### config.mk
export PLATFORM = sky130hd
export DESIGN_NAME = lsu_rmw
export DESIGN_NICKNAME = d
export VERILOG_FILES = /design/src/rtl/lsu_pkg.sv /design/src/rtl/lsu_align.sv /design/src/rtl/lsu_rmw.sv
export SDC_FILE = /design/constraint.sdc
export NUM_CORES = 1
export LEC_CHECK = 0
export BUFFER_PORTS_ARGS = -buffer_cell sky130_fd_sc_hd__buf_2
export CORE_MARGIN = 8
export CORE_UTILIZATION = 50
export CTS_CLUSTER_DIAMETER = 50
export DETAILED_ROUTE_END_ITERATION = 12
export PLACE_DENSITY_LB_ADDON = 0.1
export SKIP_CTS_REPAIR_TIMING = 1
export SKIP_LAST_GASP = 1
export SLEW_MARGIN = 20
export SYNTH_ARGS = -nofsm -noshare
export SYNTH_HDL_FRONTEND = slang
export SYNTH_SLANG_ARGS = --single-unit
export TNS_END_PERCENT = 20
### constraint.sdc
create_clock -name clk -period 8.1 [get_ports clk]
set_input_delay 2.43 -clock clk [delete_from_list [all_inputs] [get_ports clk]]
set_output_delay 2.43 -clock clk [all_outputs]
set_load 0.005 [all_outputs]
### src/rtl/lsu_pkg.sv
// Shared constants and state encoding for the load/store unit.
package lsu_pkg;
    localparam int WORD_W = 32;

    localparam logic [2:0] F3_B  = 3'b000;
    localparam logic [2:0] F3_H  = 3'b001;
    localparam logic [2:0] F3_W  = 3'b010;
    localparam logic [2:0] F3_BU = 3'b100;
    localparam logic [2:0] F3_HU = 3'b101;

    typedef enum logic [1:0] {
        IDLE   = 2'd0,
        ACCESS = 2'd1,
        RESP   = 2'd2
    } state_e;
endpackage

### src/rtl/lsu_align.sv
// Combinational lane logic: access legality, load extract/extend and store merge.
module lsu_align
    import lsu_pkg::*;
(
    input  logic              we_i,
    input  logic [2:0]        funct3_i,
    input  logic [1:0]        offs_i,
    input  logic [WORD_W-1:0] rd_word_i,
    input  logic [WORD_W-1:0] wdata_i,
    output logic              legal_o,
    output logic [WORD_W-1:0] load_data_o,
    output logic [WORD_W-1:0] store_data_o
);
    logic [4:0]        sh_amt;
    logic [WORD_W-1:0] shifted;
    logic [WORD_W-1:0] mask;
    logic [WORD_W-1:0] wlane;

    assign sh_amt  = {offs_i, 3'b000};
    assign shifted = rd_word_i >> sh_amt;

    always_comb begin
        case (funct3_i)
            F3_B:    legal_o = 1'b1;
            F3_H:    legal_o = ~offs_i[0];
            F3_W:    legal_o = (offs_i == 2'b00);
            F3_BU:   legal_o = ~we_i;
            F3_HU:   legal_o = ~we_i & ~offs_i[0];
            default: legal_o = 1'b0;
        endcase
    end

    always_comb begin
        case (funct3_i)
            F3_B:    load_data_o = {{(WORD_W-8){shifted[7]}}, shifted[7:0]};
            F3_BU:   load_data_o = {{(WORD_W-8){1'b0}}, shifted[7:0]};
            F3_H:    load_data_o = {{(WORD_W-16){shifted[15]}}, shifted[15:0]};
            F3_HU:   load_data_o = {{(WORD_W-16){1'b0}}, shifted[15:0]};
            default: load_data_o = rd_word_i;
        endcase
    end

    // Sub-word data is replicated across lanes so the shifted mask alone picks the target.
    always_comb begin
        mask  = '1;
        wlane = wdata_i;
        case (funct3_i)
            F3_B: begin
                mask  = {{(WORD_W-8){1'b0}}, 8'hFF} << sh_amt;
                wlane = {4{wdata_i[7:0]}};
            end
            F3_H: begin
                mask  = {{(WORD_W-16){1'b0}}, 16'hFFFF} << sh_amt;
                wlane = {2{wdata_i[15:0]}};
            end
            default: ;
        endcase
        store_data_o = (rd_word_i & ~mask) | (wlane & mask);
    end
endmodule

### src/rtl/lsu_rmw.sv
// Load/store unit: request latch, IDLE/ACCESS/RESP FSM, read-modify-write for sub-word stores.
module lsu_rmw
    import lsu_pkg::*;
#(
    parameter int WIDTH = 32,
    parameter int DEPTH = 4,
    parameter int AW    = $clog2(DEPTH) + 2
) (
    input  logic             clk,
    input  logic             rst,
    input  logic             req_valid,
    output logic             req_ready,
    input  logic             req_we,
    input  logic [2:0]       req_funct3,
    input  logic [AW-1:0]    req_addr,
    input  logic [WIDTH-1:0] req_wdata,
    output logic             resp_valid,
    input  logic             resp_ready,
    output logic [WIDTH-1:0] resp_rdata,
    output logic             resp_err,
    output logic [AW-1:0]    mem_rd_addr,
    input  logic [WIDTH-1:0] mem_rd_dout,
    output logic [AW-1:0]    mem_wr_addr,
    output logic [WIDTH-1:0] mem_wr_din,
    output logic             mem_we
);
    state_e           state_q, state_d;
    logic             we_q, we_d;
    logic [2:0]       f3_q, f3_d;
    logic [AW-1:0]    addr_q, addr_d;
    logic [WIDTH-1:0] wdata_q, wdata_d;
    logic             resp_valid_q, resp_valid_d;
    logic             resp_err_q, resp_err_d;
    logic [WIDTH-1:0] rdata_q, rdata_d;
    logic             mem_we_q, mem_we_d;
    logic             req_ready_q, req_ready_d;

    logic             idle;
    logic             al_we;
    logic [2:0]       al_f3;
    logic [1:0]       al_offs;
    logic             al_legal;
    logic [WIDTH-1:0] al_load;
    logic [WIDTH-1:0] al_store;

    // In IDLE the checker looks at the incoming request; afterwards at the latched one.
    assign idle    = (state_q == IDLE);
    assign al_we   = idle ? req_we : we_q;
    assign al_f3   = idle ? req_funct3 : f3_q;
    assign al_offs = idle ? req_addr[1:0] : addr_q[1:0];

    lsu_align u_align (
        .we_i         (al_we),
        .funct3_i     (al_f3),
        .offs_i       (al_offs),
        .rd_word_i    (mem_rd_dout),
        .wdata_i      (wdata_q),
        .legal_o      (al_legal),
        .load_data_o  (al_load),
        .store_data_o (al_store)
    );

    always_comb begin
        state_d      = state_q;
        we_d         = we_q;
        f3_d         = f3_q;
        addr_d       = addr_q;
        wdata_d      = wdata_q;
        resp_valid_d = resp_valid_q;
        resp_err_d   = resp_err_q;
        rdata_d      = rdata_q;
        mem_we_d     = 1'b0;
        req_ready_d  = req_ready_q;
        case (state_q)
            IDLE: begin
                if (req_valid) begin
                    we_d        = req_we;
                    f3_d        = req_funct3;
                    addr_d      = req_addr;
                    wdata_d     = req_wdata;
                    req_ready_d = 1'b0;
                    if (al_legal) begin
                        state_d  = ACCESS;
                        mem_we_d = req_we;
                    end else begin
                        state_d      = RESP;
                        resp_valid_d = 1'b1;
                        resp_err_d   = 1'b1;
                        rdata_d      = '0;
                    end
                end
            end
            ACCESS: begin
                state_d      = RESP;
                resp_valid_d = 1'b1;
                resp_err_d   = 1'b0;
                rdata_d      = we_q ? '0 : al_load;
            end
            RESP: begin
                if (resp_ready) begin
                    state_d      = IDLE;
                    resp_valid_d = 1'b0;
                    req_ready_d  = 1'b1;
                end
            end
            default: begin
                state_d      = IDLE;
                resp_valid_d = 1'b0;
                req_ready_d  = 1'b1;
            end
        endcase
    end

    always_ff @(posedge clk or negedge rst) begin
        if (!rst) begin
            state_q      <= IDLE;
            we_q         <= 1'b0;
            f3_q         <= '0;
            addr_q       <= '0;
            wdata_q      <= '0;
            resp_valid_q <= 1'b0;
            resp_err_q   <= 1'b0;
            rdata_q      <= '0;
            mem_we_q     <= 1'b0;
            req_ready_q  <= 1'b1;
        end else begin
            state_q      <= state_d;
            we_q         <= we_d;
            f3_q         <= f3_d;
            addr_q       <= addr_d;
            wdata_q      <= wdata_d;
            resp_valid_q <= resp_valid_d;
            resp_err_q   <= resp_err_d;
            rdata_q      <= rdata_d;
            mem_we_q     <= mem_we_d;
            req_ready_q  <= req_ready_d;
        end
    end

    assign req_ready   = req_ready_q;
    assign resp_valid  = resp_valid_q;
    assign resp_err    = resp_err_q;
    assign resp_rdata  = rdata_q;
    assign mem_we      = mem_we_q;
    assign mem_rd_addr = {addr_q[AW-1:2], 2'b00};
    assign mem_wr_addr = {addr_q[AW-1:2], 2'b00};
    assign mem_wr_din  = al_store;
endmodule

After elaboration in Yosys (flattened, before gate mapping)
Index checks and enable logic that the tools add are counted.
{ "op_classes": {"eq_ne": 9, "shifts": 3, "mux": 26, "bitwise": 8, "n_reduce_logical": 9} }
{ "ops": {"columns": ["operator", "count"], "rows": [
  ["$pmux 32 s2", 3],
  ["$pmux 32 s4", 1],
  ["$mux 32", 3],
  ["$and 32x32->32", 2],
  ["$not 32->32", 1],
  ["$or 32x32->32", 1],
  ["$shl 16x5->32 const A", 1],
  ["$shl 8x5->32 const A", 1],
  ["$shr 32x5->16", 1],
  ["$mux 1", 9],
  ["$reduce_and 3->1", 3],
  ["$mux 2", 4],
  ["$eq 3x3->1 const B", 2],
  ["$ne 2x2->1 const B", 3],
  ["$pmux 1 s3", 2],
  ["$pmux 2 s3", 1],
  ["$pmux 1 s5", 1],
  ["$logic_not 2->1", 2],
  ["$reduce_and 2->1", 2],
  ["$eq 3x1->1 const B", 1],
  ["$eq 3x2->1 const B", 1],
  ["$logic_not 3->1", 1],
  ["$mux 3", 1],
  ["$not 1->1", 3],
  ["5 further kinds", 5]
]} }
{ "word_totals": {"reg_bits": 78, "word_cells": 65} }

Depth between registers and ports, before layout
Gate-level depths: netlist (run 1).
{ "logic_depth": {"ltp_word": 8, "ltp_mapped": 9} }

By module
Synthesis (run 1) repeated with hierarchy kept, for this count alone.
{ "unflattened": {"hier_cells": 441, "hier_area_um2": 4657.0} }
{ "modules_own_cells": {"columns": ["mod", "instances", "cells_per_inst", "area_per_inst_um2", "seq_area_each_um2"], "rows": [
  ["lsu_rmw", 1, 197, 3208.1, 1953.1],
  ["lsu_align", 1, 244, 1448.9, 0.0]
]} }

Least setup slack after synthesis (run 1)
No wires, ideal clock.
{ "synth_timing": {"path_kind": "in2out", "startpoint": "in req_addr[1]", "endpoint": "out mem_wr_din[22]", "t_arrival_ns": 3.771, "required_time_ns": 5.670, "setup_slack_ns": 1.899, "path_stages": 7, "cell_sequence": "or3b_2 nand2_1 a21oi_1 o31ai_2 buf_2 nor2_1 a21oi_1"} }
{ "synth_between": {"elab_chain_len": 6} }
{ "synth_rtl": {"columns": ["item", "line", "source"], "rows": [
  ["from (decl)", "lsu_rmw.sv:15", "input logic [AW-1:0] req_addr,"],
  ["$mux 2 (*)", "lsu_rmw.sv:50", "assign al_offs = idle ? req_addr[1:0] : addr_q[1:0];"],
  ["$shl 16x5->32 or $shl 8x5->32 (tied branches)", "lsu_align.sv:53, lsu_align.sv:49", null],
  ["$pmux 32 s2 (*)", "lsu_align.sv:47", "case (funct3_i)"],
  ["$not 32->32", "lsu_align.sv:58", "store_data_o = (rd_word_i & ~mask) | (wlane & mask);"],
  ["$and 32x32->32", "lsu_align.sv:58", null],
  ["$or 32x32->32 (*)", "lsu_align.sv:58", null],
  ["to (decl)", "lsu_rmw.sv:24", "output logic [WIDTH-1:0] mem_wr_din,"]
]} }
Every way passes the cells marked *; elsewhere a longest branch is shown, timed or not.

Final worst setup path (run 1)
{ "layout_timing": {"startpoint": "in req_addr[1]", "endpoint": "out mem_wr_din[19]"} }
Same word-level chain as after synthesis.

==> metrics.md, run 1 <==
| Metric | Value |
|---|---|
| Pre-antenna DRT Iters | 5 |
| Die W | 110 um |
| Total gr overflow | 0 |
| Sequential fraction of the synthesis area | about 44% |
| Vias in the first global route | 4005 |
| CTS tree | done |
| Dpl hpwl | roughly 11000 um |
| Met2 Track Usage GR | 36.2% |
| Area of the mapped netlist | ~0.0044 mm2 |
| Detail Route Antenna Nets | 0 |
| Vias after detailed routing | 3954 |
| CP endpoint | mem_wr_din[19] |
| Die extent in y | about 110 um |
| Crit Path Class | in2out |
| Post-route clock period utilization | a little under nine tenths |
| Die area | 0.0121 mm2 |
| Yosys warns | 0 |
| Io pins | 152 |
| #FFs+latches synth | around 80 |
| Antenna violations before repair | 0 |
| Dpl cells | ~650 |
| Reg clk slew, reported paths | about 0.080 ns |
| Area of the multi-input gates | approximately 0.0022 mm2 |
| Sequential Area | 0.00195 mm2 |
| Grt met1 use | 29.5% |
| Worst Path Required | 5.67 ns |
| Final clock skew | approximately 0.012 ns |
| Gr usage total | 23.0% |
| Max Freq | roughly 0.14 GHz |
| Worst R2R End | resp_rdata[26]$_DFFE_PN0P_ |
| Crit. Startpoint | req_addr[1] |
| Pwr dens | 444 mW/mm2 |
| Drt initial violations | between 300 and 400 |
| Min Tclk post-route | 6.95 ns |
| Post-synthesis cell count | roughly 430 |
| Number of CTS-inserted buffers | 9 |
| GP Congestion | 0.888 |
| H-tree Lvls | 3 |
| Critical path startpoint category | primary input |
| Crit Path Max Fanout | 19 |
| Pleak | between 2 and 3 nW |
| GRT busiest layer | met2 |
| Most frequent cells in the layout | buf_2 (146), dfrtp_1 (77), nor2_1 (49) |
| Most common cell after layout, fill and taps aside | buf_2 |
| Final cell count without fillers | 671 |
| Port bufs | approximately 150 |
| ANT cells | 0 |
| Worst VDD drop | approximately 0.21 mV |
| RSZ-0062 raised after global routing | no |
| Count of maximum capacitance violations | 0 |
| Max-slew violation count | 0 |
| Synth Flop Type | dfrtp_1 |
| Yosys cell types | 45 |
| Slew HR | 34.9% |
| First-pass GRT wire length | between 20000 and 25000 um |
| P&R area growth vs syn | 21.4% |
| Met3 Track Usage GR | roughly 5.8% |
| R2R Setup Slk | roughly 5.2 ns |
| # setup viols final | 0 |
| Clk root buf | clkbuf_8 |
| CP Capture Type | primary output |
| Post-synth ARST share | 100% |
| Endpoints failing hold | 0 |
| # DRC | 0 |
| # rows | 34 |
| Share of cells above drive strength 1 | 43.2% |
| Reg-to-Reg Start | state_q[0]$_DFFE_PN0P_ |
| Worst hold path type | reg2reg |
| WL/cell | roughly 21 um |
| CTS Sinks | a little under 80 |
| Outcome | finished clean |
| Avg Cell Area, Syn | 10.4 um2 |
| Worst Path Arrival | between 4 and 5 ns |
| Largest net degree at the start of global routing | between 70 and 80 |
| Core area | between 0.008 and 0.009 mm2 |
| Avg Vias per Cell | ~5.9 |
| Post-synth EDFFs | 0 |
| Total negative setup slack | 0 ns |
| Final worst slack | 1.15 ns |
| Dpl ws | around 1.2 ns |
| Clk_lat worst skew | roughly 0.36 ns |
| Reg2Reg Depth | 7 |
| Fill count | roughly 780 |
| CTS max path bufs | 2 |
| Layout Nets | about 630 |
| Drt total wl | about 14000 um |
| Initial core utilization | approximately half |
| Worst-Margin Slew | a little under 1 ns |
cell usage after synthesis, types with 2 or more instances:
cell type / number / area (um2)
mux2i_1: 12 / 120
a21oi_1: 30 / 150
a211oi_1: 9 / 67.6
o22ai_1: 7 / 43.8
nor4_1: 3 / 18.8
o2bb2ai_1: 14 / 123
buf_4: 11 / 82.6
a221o_1: 8 / 80.1
nor2_1: 50 / 188
nor3_1: 17 / 85.1
nor2b_1: 9 / 56.3
buf_2: 7 / 35.0
clkbuf_1: 12 / 45.0
o2bb2ai_2: 10 / 150
o21ai_0: 27 / 135
nand2_1: 7 / 26.3
a22o_1: 17 / 149
inv_1: 13 / 48.8
a22oi_1: 7 / 52.6
a21oi_2: 2 / 17.5
nand3_1: 4 / 20.0
mux2_2: 48 / 541
buf_6: 5 / 56.3
dfrtp_1: 77 / 1930
report_power, final:
part           total [W]  internal, W  switching, W  leakage, nW
Combinational    0.00133     0.000623      0.000706         1.49
Sequential      0.000732     0.000573      0.000159        0.981
Clock           0.000323     0.000173      0.000150        0.106
Total            0.00238      0.00137       0.00102         2.58
cell type report:
| type | count | area share (%) |
|---|---|---|
| Tap cell | 108 | 2.51 |
| Multi-Input combinational cell | 303 | 41.5 |
| Clock buffer | 10 | 2.37 |
| Clock inverter | 6 | 1.61 |
| Timing Repair Buffer | 153 | 14.8 |
| Inverter | 13 | 0.908 |
| Sequential cell | 78 | 36.3 |
metal layers:
metal / wire [um] / part of all wire, %
met5: 0 / 0
met4: 329 / 2.3
met3: 1170 / 8.3
met2: 6660 / 47
met1: 5880 / 42
how the worst min path moves through the flow:
| stage | start | end | slack, ns | depth (start not counted) |
|---|---|---|---|---|
| after floorplan | resp_rdata[22]$_DFFE_PN0P_ | resp_rdata[22]$_DFFE_PN0P_ | 0.48 | 1 |
| after global placement | resp_rdata[22]$_DFFE_PN0P_ | resp_rdata[22]$_DFFE_PN0P_ | 0.47 | 1 |
| after detailed placement | resp_rdata[21]$_DFFE_PN0P_ | resp_rdata[21]$_DFFE_PN0P_ | 0.47 | 1 |
| after CTS | resp_rdata[21]$_DFFE_PN0P_ | resp_rdata[21]$_DFFE_PN0P_ | 0.49 | 1 |
| after global routing | resp_rdata[23]$_DFFE_PN0P_ | resp_rdata[23]$_DFFE_PN0P_ | 0.50 | 1 |
| final | resp_rdata[21]$_DFFE_PN0P_ | resp_rdata[21]$_DFFE_PN0P_ | 0.49 | 1 |
registers in the layout, summed over array words and instances, names as in the netlist:
| signal | count |
|---|---|
| addr_q | 4 |
| resp_err | 1 |
| we_q | 1 |
| wdata_q | 32 |
| resp_rdata | 32 |
| state_q | 2 |
| f3_q | 3 |
| req_ready | 1 |
| mem_we | 1 |
| resp_valid | 1 |
per-stage QoR:
| stage | area [um2] | total power, W | utilization, % | hold WS, ns |
|---|---|---|---|---|
| 2_1_floorplan | 4440 | 0.00160 | - | 0.479 |
| 3_3_place_gp | 5140 | 0.00203 | 59.3 | 0.469 |
| 3_5_place_dp | 5140 | 0.00206 | 59.3 | 0.469 |
| 4_1_cts | 5360 | 0.00238 | 61.7 | 0.492 |
| 5_1_grt | 5380 | 0.00256 | 62.0 | 0.503 |
| 6_report | 5380 | 0.00238 | 62.0 | 0.491 |
worst max-delay path, cell delays in order:
cell and delay, ns:
buf_2 0.12, or3b_2 0.21, nand2_1 0.36, o31ai_2 0.96, nor2_1 0.10, a21oi_1 0.18
buf_2 0.15
cells by family (layout without fill, tap and decap cells):
group / after synthesis / count (layout) / synth area share [%]
mux: 61 / 61 / 15.3
compound gates: 139 / 139 / 23.6
flops: 78 / 78 / 44.1
other cells: 1 / 4 / 0.0847
buf+inv: 49 / 182 / 6.16
simple gates: 99 / 99 / 10.8
Power figures use the tool's default switching activity.
==> inputs of run 2 (changes only) <==
--- a/config.mk
+++ b/config.mk
@@ -11,6 +11,7 @@
 export CTS_CLUSTER_DIAMETER = 50
 export DETAILED_ROUTE_END_ITERATION = 12
 export PLACE_DENSITY_LB_ADDON = 0.1
+export REMOVE_ABC_BUFFERS = 1
 export SKIP_CTS_REPAIR_TIMING = 1
 export SKIP_LAST_GASP = 1
 export SLEW_MARGIN = 20
==> constraint.sdc (replaced) <==
create_clock -name clk -period 8.1 [get_ports clk]
set_input_delay 0 -clock clk [delete_from_list [all_inputs] [get_ports clk]]
set_output_delay 0 -clock clk [all_outputs]
set_load 0.005 [all_outputs]
==> metrics.md, run 2 (synthesis gave the netlist of run 1 again) <==
| Metric | Value |
|---|---|
| Outcome | finished with violations |
| Failing checks | hold timing |
| Fin util | between 60 and 70% |
| Crit Path Max Fanout | 16 |
| Highest Signal Layer | met4 |
| RSZ-0062 raised after global routing | no |
| Max Freq | about 0.28 GHz |
| First-pass GRT wire length | around 22000 um |
| Drt total wl | around 15000 um |
| # setup viols final | 0 |
| Vias after detailed routing | ~4.2k |
| Most common cell after layout, fill and taps aside | buf_2 |
| Worst hold slack | -0.00956 ns |
| P&R area growth vs syn | 33.4% |
| Pre-antenna DRT Iters | 5 |
| WP buf/inv | 1 |
| R2R Setup Slk | a little under 5 ns |
| Worst hold start | mem_rd_dout[18] |
| Largest net degree at the start of global routing | between 70 and 80 |
| WL/cell | slightly above 20 um |
| Crit. Startpoint | state_q[0]$_DFFE_PN0P_ |
| DRT met1 WL | 5960 um |
| Dpl hpwl | 10500 um |
| Total power draw | approximately 0.0024 W |
| Reg clk slew, reported paths | around 0.080 ns |
| Pleak | roughly 2.8 nW |
| Worst Path Required | 8.10 ns |
| Total gr overflow | 0 |
| Min Tclk post-route | 3.57 ns |
| Gr usage total | 23.2% |
| Worst hold path type | in2reg |
| ANT cells | 0 |
| Wire length on met3 | approximately 1200 um |
| Max-slew violation count | 0 |
| Critical path startpoint category | flip-flop |
| Worst VDD drop | between 0.15 and 0.2 mV |
| Endpoints failing hold | 5 |
| # DRC | 0 |
| Clk root buf | clkbuf_8 |
| Count of maximum capacitance violations | 0 |
| Vias in the first global route | roughly 4.1k |
| Final clock skew | between 0.004 and 0.005 ns |
| Die area | between 0.01 and 0.015 mm2 |
| CP top delay family | compound AO/OA/AOI/OAI gates |
| Initial core utilization | between 50 and 60% |
| Worst Path Arrival | between 3 and 4 ns |
| Number of CTS-inserted buffers | 9 |
| CP peak stage delay | roughly 0.7 ns |
| Metal2 WL | 7030 um |
| Share of cells above drive strength 1 | between 30 and 40% |
| CP Capture Type | primary output |
| Drt initial violations | approximately 220 |
| Slew HR | around 49% |
| CTS tree | done |
| CP max stage cell | mux2i_2 |
| Crit-path cells | or2_1 -> mux2i_2 -> nand2_1 -> a21oi_2 -> nor2b_1 -> a221o_1 -> buf_2 |
| Reg-to-Reg Start | state_q[0]$_DFFE_PN0P_ |
| Core area | ~0.0087 mm2 |
| Most frequent cells in the layout | buf_2 (146), dfrtp_1 (77), dlygate4sd3_1 (52) |
| Detail Route Antenna Nets | 0 |
| H-tree Lvls | 3 |
| CTS max path bufs | 2 |
| Antenna violations before repair | 0 |
| Port bufs | about 150 |
| Crit Path Class | reg2out |
| Post-route clock period utilization | ~44% |
| Worst-Margin Slew | ~0.76 ns |
| Die extent in y | between 100 and 150 um |
| Die W | about 110 um |
| Avg Vias per Cell | around 5.8 |
| Pwr dens | 408 mW/mm2 |
| GP Congestion | just under 0.9 |
| Io pins | roughly 150 |
| # rows | 34 |
| Total negative setup slack | 0 ns |
| Layout Nets | a little under 700 |
| CTS Sinks | 78 |
| Clk_lat worst skew | between 0.3 and 0.4 ns |
run 2: cell count changes in the layout (fill, tap and decap cells not counted):
cell	previous run	this run
dlygate4sd3_1	0	52
buf_16	0	1
o31ai_4	0	1
clkinv_4	1	0
o31ai_2	1	0
clkinvlp_4	1	2
buf_4	6	4
buf_12	1	0
inv_6	0	1
mux2i_2	1	2
buf_6	0	1
clkinv_2	2	0
mux2i_1	11	10
run 2: final cells by class:
| cell class | count | area (um2) |
|---|---|---|
| Tap cell | 108 | 135 |
| Clock buffer | 10 | 128 |
| Clock inverter | 5 | 83.8 |
| Timing Repair Buffer | 204 | 1320 |
| Sequential cell | 78 | 1950 |
| Fill cell | 740 | 2770 |
| Multi-Input combinational cell | 303 | 2240 |
| Inverter | 13 | 48.8 |
run 2: routing by layer:
layer | GRT usage (%) | vias up
met5 | 0 | -
met4 | 9.32 | 0
met3 | 5.29 | 27
met2 | 37.9 | 180
met1 | 29.1 | 2052
li1 | - | 1928
run 2: path summary, 6_finish.rpt:
kind	end	depth (start not counted)
worst max-delay path	mem_wr_din[27]	7
worst min-delay path	resp_rdata[18]$_DFFE_PN0P_	3
worst max register to register	resp_rdata[14]$_DFFE_PN0P_	7
worst min register to register	resp_rdata[22]$_DFFE_PN0P_	1
max in group asynchronous	resp_rdata[29]$_DFFE_PN0P_	2
min in group asynchronous	wdata_q[23]$_DFFE_PN0P_	2
run 2: power by group:
part / leakage (nW) / internal (W) / switching [W]
Combinational: 1.71 / 0.000642 / 0.000719
Clock: 0.0990 / 0.000173 / 0.000152
Sequential: 0.981 / 0.000573 / 0.000150
run 2: worst reg2reg max path, cell delays in order (launching register included):
cell	delay (ns)
dfrtp_1	0.65
or2_1	0.47
mux2i_2	0.70
nor4b_2	0.36
a211oi_1	0.10
o21ai_2	0.19
buf_4	0.40
a22o_1	0.24
run 2: metrics by stage:
step | setup WS (ns) | instance area [um2] | cells
floorplan | 4.48 | 4220 | 394
CTS | 4.33 | 5370 | 669
detailed placement | 4.73 | 5160 | 654
global placement | 4.77 | 5130 | 653
global route | 4.29 | 5910 | 721
finish | 4.53 | 5910 | 721
